File: src/rtl/sisc.sv
// sisc: multi-cycle 32-bit register-register CPU core with a 16x32 register file.
// Instructions arrive on IR and step through FETCH/DECODE/EXECUTE/WRITEBACK.
module sisc (
  input  logic        CLK,
  input  logic        RST_F,
  input  logic [31:0] IR,
  output logic        HALTED,
  output logic [3:0]  STAT,
  output logic        WB_EN,
  output logic [3:0]  WB_ADDR,
  output logic [31:0] WB_DATA
);

  localparam int unsigned XLEN = 32;
  localparam int unsigned NREG = 16;
  localparam int unsigned AW   = 4;
  localparam int unsigned SW   = 5;

  localparam logic [3:0] OP_ALU = 4'h8;
  localparam logic [3:0] OP_HLT = 4'hF;

  localparam logic [3:0] F_ADD  = 4'd1;
  localparam logic [3:0] F_SUB  = 4'd2;
  localparam logic [3:0] F_NOT  = 4'd4;
  localparam logic [3:0] F_OR   = 4'd5;
  localparam logic [3:0] F_AND  = 4'd6;
  localparam logic [3:0] F_XOR  = 4'd7;
  localparam logic [3:0] F_ROTR = 4'd8;
  localparam logic [3:0] F_ROTL = 4'd9;
  localparam logic [3:0] F_SHFR = 4'd10;
  localparam logic [3:0] F_SHFL = 4'd11;

  typedef enum logic [2:0] {
    S_FETCH,
    S_DECODE,
    S_EXECUTE,
    S_WRITEBACK,
    S_HALT
  } state_t;

  state_t state_q, state_d;

  logic [XLEN-1:0] ir_q;
  logic [XLEN-1:0] a_q, b_q;
  logic [XLEN-1:0] res_q;
  logic [3:0]      flags_q;
  logic            we_q;
  logic [XLEN-1:0] regs [NREG];

  logic [3:0]      opcode;
  logic            imm_form;
  logic [AW-1:0]   rs1, rs2, rd;
  logic [3:0]      func;

  assign opcode   = ir_q[31:28];
  assign imm_form = ir_q[27];
  assign rs1      = ir_q[23:20];
  assign rs2      = ir_q[19:16];
  assign rd       = imm_form ? ir_q[19:16] : ir_q[15:12];
  assign func     = ir_q[3:0];

  // State register
  always_ff @(posedge CLK or posedge RST_F) begin
    if (RST_F) state_q <= S_FETCH;
    else       state_q <= state_d;
  end

  // Next-state logic; HLT diverts from DECODE into the absorbing HALT state
  always_comb begin
    state_d = state_q;
    case (state_q)
      S_FETCH:     state_d = S_DECODE;
      S_DECODE:    state_d = (opcode == OP_HLT) ? S_HALT : S_EXECUTE;
      S_EXECUTE:   state_d = S_WRITEBACK;
      S_WRITEBACK: state_d = S_FETCH;
      S_HALT:      state_d = S_HALT;
      default:     state_d = S_FETCH;
    endcase
  end

  // ALU: b_q already holds the zero-extended immediate in the immediate form
  logic [XLEN:0]     sum, diff;
  logic [2*XLEN-1:0] rotr64, rotl64;
  logic [SW-1:0]     sh;
  logic [XLEN-1:0]   alu_res;
  logic              alu_c, alu_v, alu_we;

  assign sh     = b_q[SW-1:0];
  assign sum    = {1'b0, a_q} + {1'b0, b_q};
  assign diff   = {1'b0, a_q} - {1'b0, b_q};
  assign rotr64 = {a_q, a_q} >> sh;
  assign rotl64 = {a_q, a_q} << sh;

  always_comb begin
    alu_res = '0;
    alu_c   = 1'b0;
    alu_v   = 1'b0;
    alu_we  = 1'b0;
    if (opcode == OP_ALU) begin
      if (imm_form) begin
        alu_res = sum[XLEN-1:0];
        alu_c   = sum[XLEN];
        alu_v   = (a_q[31] == b_q[31]) && (alu_res[31] != a_q[31]);
        alu_we  = 1'b1;
      end else begin
        alu_we = 1'b1;
        case (func)
          F_ADD: begin
            alu_res = sum[XLEN-1:0];
            alu_c   = sum[XLEN];
            alu_v   = (a_q[31] == b_q[31]) && (alu_res[31] != a_q[31]);
          end
          F_SUB: begin
            alu_res = diff[XLEN-1:0];
            alu_c   = diff[XLEN];
            alu_v   = (a_q[31] != b_q[31]) && (alu_res[31] != a_q[31]);
          end
          F_NOT:   alu_res = ~b_q;
          F_OR:    alu_res = a_q | b_q;
          F_AND:   alu_res = a_q & b_q;
          F_XOR:   alu_res = a_q ^ b_q;
          F_ROTR:  alu_res = rotr64[XLEN-1:0];
          F_ROTL:  alu_res = rotl64[2*XLEN-1:XLEN];
          F_SHFR:  alu_res = a_q >> sh;
          F_SHFL:  alu_res = a_q << sh;
          default: alu_we  = 1'b0;
        endcase
      end
    end
  end

  logic unused_bits;
  assign unused_bits = ^{ir_q[26:24], rotr64[2*XLEN-1:XLEN], rotl64[XLEN-1:0]};

  // Datapath and register file; reset aborts any in-flight instruction
  always_ff @(posedge CLK or posedge RST_F) begin
    if (RST_F) begin
      ir_q    <= '0;
      a_q     <= '0;
      b_q     <= '0;
      res_q   <= '0;
      flags_q <= '0;
      we_q    <= 1'b0;
      HALTED  <= 1'b0;
      STAT    <= '0;
      WB_EN   <= 1'b0;
      WB_ADDR <= '0;
      WB_DATA <= '0;
      for (int i = 0; i < int'(NREG); i++) regs[i] <= XLEN'(i);
    end else begin
      WB_EN <= 1'b0;
      case (state_q)
        S_FETCH: ir_q <= IR;
        S_DECODE: begin
          a_q <= regs[rs1];
          b_q <= imm_form ? XLEN'(ir_q[15:0]) : regs[rs2];
          if (opcode == OP_HLT) HALTED <= 1'b1;
        end
        S_EXECUTE: begin
          res_q   <= alu_res;
          flags_q <= {alu_c, alu_v, alu_res[31], (alu_res == '0)};
          we_q    <= alu_we;
        end
        S_WRITEBACK: begin
          if (we_q) begin
            regs[rd] <= res_q;
            WB_EN    <= 1'b1;
            WB_ADDR  <= rd;
            WB_DATA  <= res_q;
            STAT     <= flags_q;
          end
        end
        default: ;
      endcase
    end
  end

endmodule

File: config.mk
export PLATFORM = sky130hd
export DESIGN_NAME = sisc
export DESIGN_NICKNAME = d
export VERILOG_FILES = /design/src/rtl/sisc.sv
export SDC_FILE = /design/constraint.sdc
export NUM_CORES = 2
export LEC_CHECK = 0
export CORE_UTILIZATION = 30
export CTS_CLUSTER_DIAMETER = 120
export DETAILED_ROUTE_END_ITERATION = 12
export GPL_TIMING_DRIVEN = 0
export HOLD_SLACK_MARGIN = 0.05
export SYNTH_ARGS = -nofsm -noshare
export SYNTH_HDL_FRONTEND = slang
export SYNTH_SLANG_ARGS = --single-unit
File: constraint.sdc
create_clock -name CLK -period 63.1 [get_ports CLK]
set_clock_uncertainty 0.15 [all_clocks]
set_input_delay 9.465 -clock CLK [delete_from_list [all_inputs] [get_ports CLK]]
set_output_delay 9.465 -clock CLK [all_outputs]
set_load 0.02 [all_outputs]
Yosys cells after proc, flatten, opt, wreduce, memory -nomap -nowiden:

Index checks and enable logic that the tools add are counted.

* flip-flop bits (word level): 690
* input port bits: 34
* word-level logic and storage cells: 100
* output and inout port bits: 42

* bitwise logic cells: 7
* shifts and indexed selects: 4
* add/sub/neg operators: 2
* equality and inequality tests: 20
* magnitude comparators: 4
* mux-type cells: 27
* reduce and logical (&&, ||, !) cells: 8

Operators with widths (number)
* 512-bit bitwise mux: 1
* 32-bit one-hot mux with 10 select lines: 1
* 32-bit binary-select mux with 4-bit select: 2
* 32-bit two-way mux: 8
* 32-bit demux with 4-bit select: 1
* 64-bit by 5-bit << shifter with 64-bit output: 1
* 64-bit by 5-bit >> shifter with 32-bit output: 1
* 32-bit by 32-bit adder with 33-bit output: 1
* 32-bit by 32-bit subtractor with 33-bit output: 1
* 32-bit AND: 1
* 32-bit logical NOT: 1
* 32-bit NOT: 1
* 32-bit OR: 1
* 32-bit by 5-bit << shifter with 32-bit output: 1
* 32-bit by 5-bit >> shifter with 32-bit output: 1
* 32-bit XOR: 1
* 4-bit equality test, second input constant: 6
* 4-bit by 3-bit equality test with 1-bit output, second input constant: 4
* 5-bit greater-or-equal comparator, second input constant: 3
* 4-bit NOT with 5-bit output: 3
* 3-bit one-hot mux with 4 select lines: 1
* 10-bit OR reduction: 1
* 1-bit two-way mux: 9
* 3-bit by 2-bit equality test with 1-bit output, second input constant: 2
* other kinds (13): 19

Longest topological paths before layout:

* depth in word-level cells: 7
* mapped depth: 21
* mapped depth without buffers: 17

Worst setup path after synthesis:

Ideal clock, no wire load.

* path type: register to output
* start point: reg, netlist name STAT[1]
* end point: out WB_DATA[31]
* buffers on the path: 1
* cell stages (with the launch flop): 2
* arrival time: 0.626 ns
* required time: 53.485 ns
* setup slack: 52.859 ns
* cells stage by stage: dfrtp_1 > buf_4

RTL lines
* end: declaration: RTL line 11 `output logic [31:0] WB_DATA`

Final worst setup path:

* start point: reg WB_DATA[1]
* end point: out WB_DATA[1]

RTL lines
* start signal: assignment: RTL line 169 `WB_DATA <= res_q;`

No word-level cell between the ends.

==> results.sh <==
export IMPL_status="finished with violations"
export IMPL_antenna_found_initial=14
export IMPL_synth_top_area_share=0.356
export IMPL_io_pins=76
export IMPL_crit_path_end_kind="output port"
export IMPL_p_switching_mw=1.03
export IMPL_placed_cell_area_um2=49400
export IMPL_grt_max_degree=127
export IMPL_crit_arrival_ns=2.03
export IMPL_cts_resized=0
export IMPL_synthAdderAreaFrac=0.0281
export IMPL_insertion_delay_ns=0.70
export IMPL_clk_path_buf_depth=3
export IMPL_via_per_inst=6.15
export IMPL_crit_path_start="WB_DATA[1]$_DFFE_PP0P_"
export IMPL_dieArea_um2=155000
export IMPL_cts_hold_buf=0
export IMPL_cap_viol_max_count=2
export IMPL_min_period_over_period=0.185
export IMPL_synthFlopType="dfrtp_1"
export IMPL_seqPwrFrac=0.250
export IMPL_area_growth_pct=12.9
export IMPL_start_util=0.302
export IMPL_synth_edf_count=0
export IMPL_synth_area_um2=45900
export IMPL_clock_power_share=0.214
export IMPL_netlist_instances=3983
export IMPL_rsz0062_at_grt="false"
export IMPL_grt_pass1_vias=37900
export IMPL_synth_area_mux_share=0.354
export IMPL_die_h_um=393
export IMPL_fin_setup_tns_ns=0
export IMPL_grt_overflow_total=0
export IMPL_drtIter0Drc=4546
export IMPL_crit_required_ns=53.48
export IMPL_synth_area_leaders="dfrtp_1 (36%), mux4_2 (18%), mux2_2 (15%), nand2_1 (3.3%), ha_1 (2.7%)"
export IMPL_final_core_util=0.341
export IMPL_numCtsBuffers=71
export IMPL_fin_crit_ns=11.65
export IMPL_drc_errors=0
export IMPL_numPortBuffers=72
export IMPL_fmax_ghz=0.0859
export IMPL_cp_slowest_stage_delay_ns=0.73
export IMPL_hold_path_class="flip-flop to flip-flop"
export IMPL_async_flop_share=1.00
export IMPL_cp_start_kind="flip-flop"
export IMPL_p_per_area_nw_per_um2=40.2
export IMPL_cts_tree="yes"
export IMPL_hp_start="WB_DATA[7]$_DFFE_PP0P_"
export IMPL_p_leak_nw=21.9
export IMPL_grt_pass1_wl_um=309000
export IMPL_critical_path_top_delay_family="buffers and inverters"
export IMPL_hold_viol_final=0
export IMPL_synth_cell_type_count=93
export IMPL_vias=38300
export IMPL_drive_gt1_frac=0.296
export IMPL_ys_warn_count=0
export IMPL_yosysTopAreaCell="dfrtp_1"
export IMPL_p_total_mw=2.08
export IMPL_finalInstanceArea_um2=51800
export IMPL_dp_worst_setup_slack_ns=51.02
export IMPL_grtUsageTotal=0.285
export IMPL_crit_slowest_cell="clkdlybuf4s50_1"
export IMPL_tightest_slew_ns=1.56
export IMPL_wl_um=222000
export IMPL_synthXorXnorAreaFrac=0.00764
export IMPL_clkSlewWorstSetupHoldPaths_ns=0.06
export IMPL_layout_setup_ws_ns=51.46
export IMPL_avgSynthCellArea_um2=11.5
export IMPL_numClockSinks=685
export IMPL_pwr_share_comb=0.536
export IMPL_cts_root_buf="clkbuf_16"
export IMPL_fin_nets=4273
export IMPL_hpwl_um=169000
export IMPL_p_sw_frac=0.494
export IMPL_vdd_drop_max_mv=0.0273
export IMPL_r2r_start="b_q[3]$_DFFE_PP0P_"
export IMPL_setup_viol=0
export IMPL_critPathKind="flip-flop to output port"
export IMPL_syn_nets=4119
export IMPL_synth_simple_area_share=0.0831
export IMPL_violations="max-capacitance violations, max-slew violations"
export IMPL_worst_path_buf_inv=1
export IMPL_p_int_mw=1.05
export IMPL_cts_max_level=3
export IMPL_final_antenna_net_count=0
export IMPL_drtPass1Iterations=6
export IMPL_wire_per_inst_um=35.6
export IMPL_design_core_area_um2=152000
export IMPL_post_cts_buffers=0
export IMPL_synth_top_family_by_area="multiplexers"
export IMPL_synth_compound_area_frac=0.106
export IMPL_slew_viol_final=21
export IMPL_gp_congestion=1.06
export IMPL_synth_seq_cells=685
export IMPL_critPathMaxFanout=2
export IMPL_max_slew_margin_rel=-0.0400
export IMPL_fp_dieW_um=393
export IMPL_cp_cell_sequence="clkdlybuf4s50_1"
export IMPL_yosysSeqAreaShare=0.374
export IMPL_core_rowCount=143
-- placed cells by master, fill, tap and decap left out, drive strengths merged, types with 17 or more instances in the layout --
| master | synthesis | routed |
|---|---|---|
| mux2i | 106 | 106 |
| mux4 | 376 | 376 |
| ha | 100 | 100 |
| a211oi | 31 | 31 |
| nand3 | 42 | 42 |
| a31oi | 38 | 38 |
| nor3 | 48 | 48 |
| dfrtp | 653 | 653 |
| mux2 | 594 | 594 |
| clkdlybuf4s50 | 0 | 72 |
| clkbuf | 194 | 299 |
| o211ai | 38 | 38 |
| dfstp | 32 | 32 |
| nand2b | 25 | 25 |
| nor2b | 26 | 26 |
| o21ai | 168 | 168 |
| and2 | 17 | 17 |
| a22o | 27 | 27 |
| a21oi | 145 | 145 |
| a22oi | 27 | 27 |
| a221oi | 24 | 24 |
| o31ai | 17 | 17 |
| inv | 119 | 123 |
| buf | 180 | 187 |
| nor2 | 208 | 208 |
| xnor2 | 37 | 37 |
| nand2 | 401 | 401 |
| nand4 | 21 | 21 |
| o22ai | 36 | 36 |
-- state kept, by name, indices dropped and copies added, names as in the netlist --
signal	count
regs	512
STAT	4
WB_EN	1
res_q	31
state_q	3
ir_q	29
we_q	1
WB_ADDR	4
WB_DATA	31
HALTED	1
a_q	32
flags_q	4
b_q	32
-- cell families after synthesis --
| kind of cell | after synthesis |
|---|---|
| flip-flops | 685 |
| adder cells (fa/ha/maj) | 102 |
| AND/OR/NAND/NOR | 862 |
| AO/OA/AOI/OAI | 724 |
| buffers and inverters | 494 |
| multiplexers | 1076 |
| XOR/XNOR | 40 |
-- tightest hold or removal path: cells and delay by family, from the launching register on --
| family | cells | cell delay [ns] |
|---|---|---|
| flops | 1 | 0.34 |
| simple gates | 2 | 0.10 |
-- cell type report --
class,count,area (um2)
inverters,120,458
diodes,2,5.00
flip-flops and latches,685,17200
plain buffers,374,1680
fillers,15100,100000
repair buffers,81,915
clock inverters,21,348
well taps,2030,2540
multi-input cells,2804,26600
clock buffers,104,2080
-- synth_stat cells, drive strengths merged, types with 17 or more instances --
library cell,instances
dfrtp,653
mux4,376
mux2,594
dfstp,32
o21ai,168
nand2b,25
o211ai,38
a221oi,24
ha,100
a22o,27
inv,119
nand2,401
a21oi,145
o31ai,17
a211oi,31
buf,180
nand4,21
nor3,48
mux2i,106
nand3,42
a31oi,38
nor2b,26
and2,17
nor2,208
a22oi,27
clkbuf,194
xnor2,37
o22ai,36
-- metrics by stage --
| step | hold WS [ns] | instances |
|---|---|---|
| final | 0.324 | 6221 |
| after global routing | 0.347 | 6219 |
| after CTS | 0.325 | 6219 |
| after detailed placement | 0.312 | 6094 |
| after global placement | 0.309 | 6085 |
| after floorplan | 0.289 | 3983 |
-- metal layers --
layer	GRT usage	share of wire	vias to the layer above
met4	0.139	0.057	8
met3	0.0529	0.084	539
met2	0.449	0.45	2236
li1	-	-	15300
met5	0	0.00026	-
met1	0.377	0.41	20100
-- worst paths after layout --
path | cells after the start | endpoint | slack [ns]
worst max-delay path | 1 | WB_DATA[1] | 51.46
worst min-delay path | 2 | WB_DATA[7]$_DFFE_PP0P_ | 0.32
worst max register to register | 20 | flags_q[0]$_DFFE_PP0N_ | 54.61
worst min register to register | 2 | WB_DATA[7]$_DFFE_PP0P_ | 0.32
max in group asynchronous | 5 | regs[120]$_DFFE_PP0P_ | 51.76
min in group asynchronous | 2 | regs[393]$_DFFE_PP0P_ | 9.10
-- power by group through the flow --
stage,clock network (mW),registers [mW],logic [mW]
global placement,0,0.524,1.08
floorplan,0,0.512,0.617
CTS,0.450,0.517,1.08
finish,0.445,0.520,1.12
detailed placement,0,0.524,1.08
global route,0.465,0.524,1.13
Note: power is estimated with default switching activity, not from simulation.
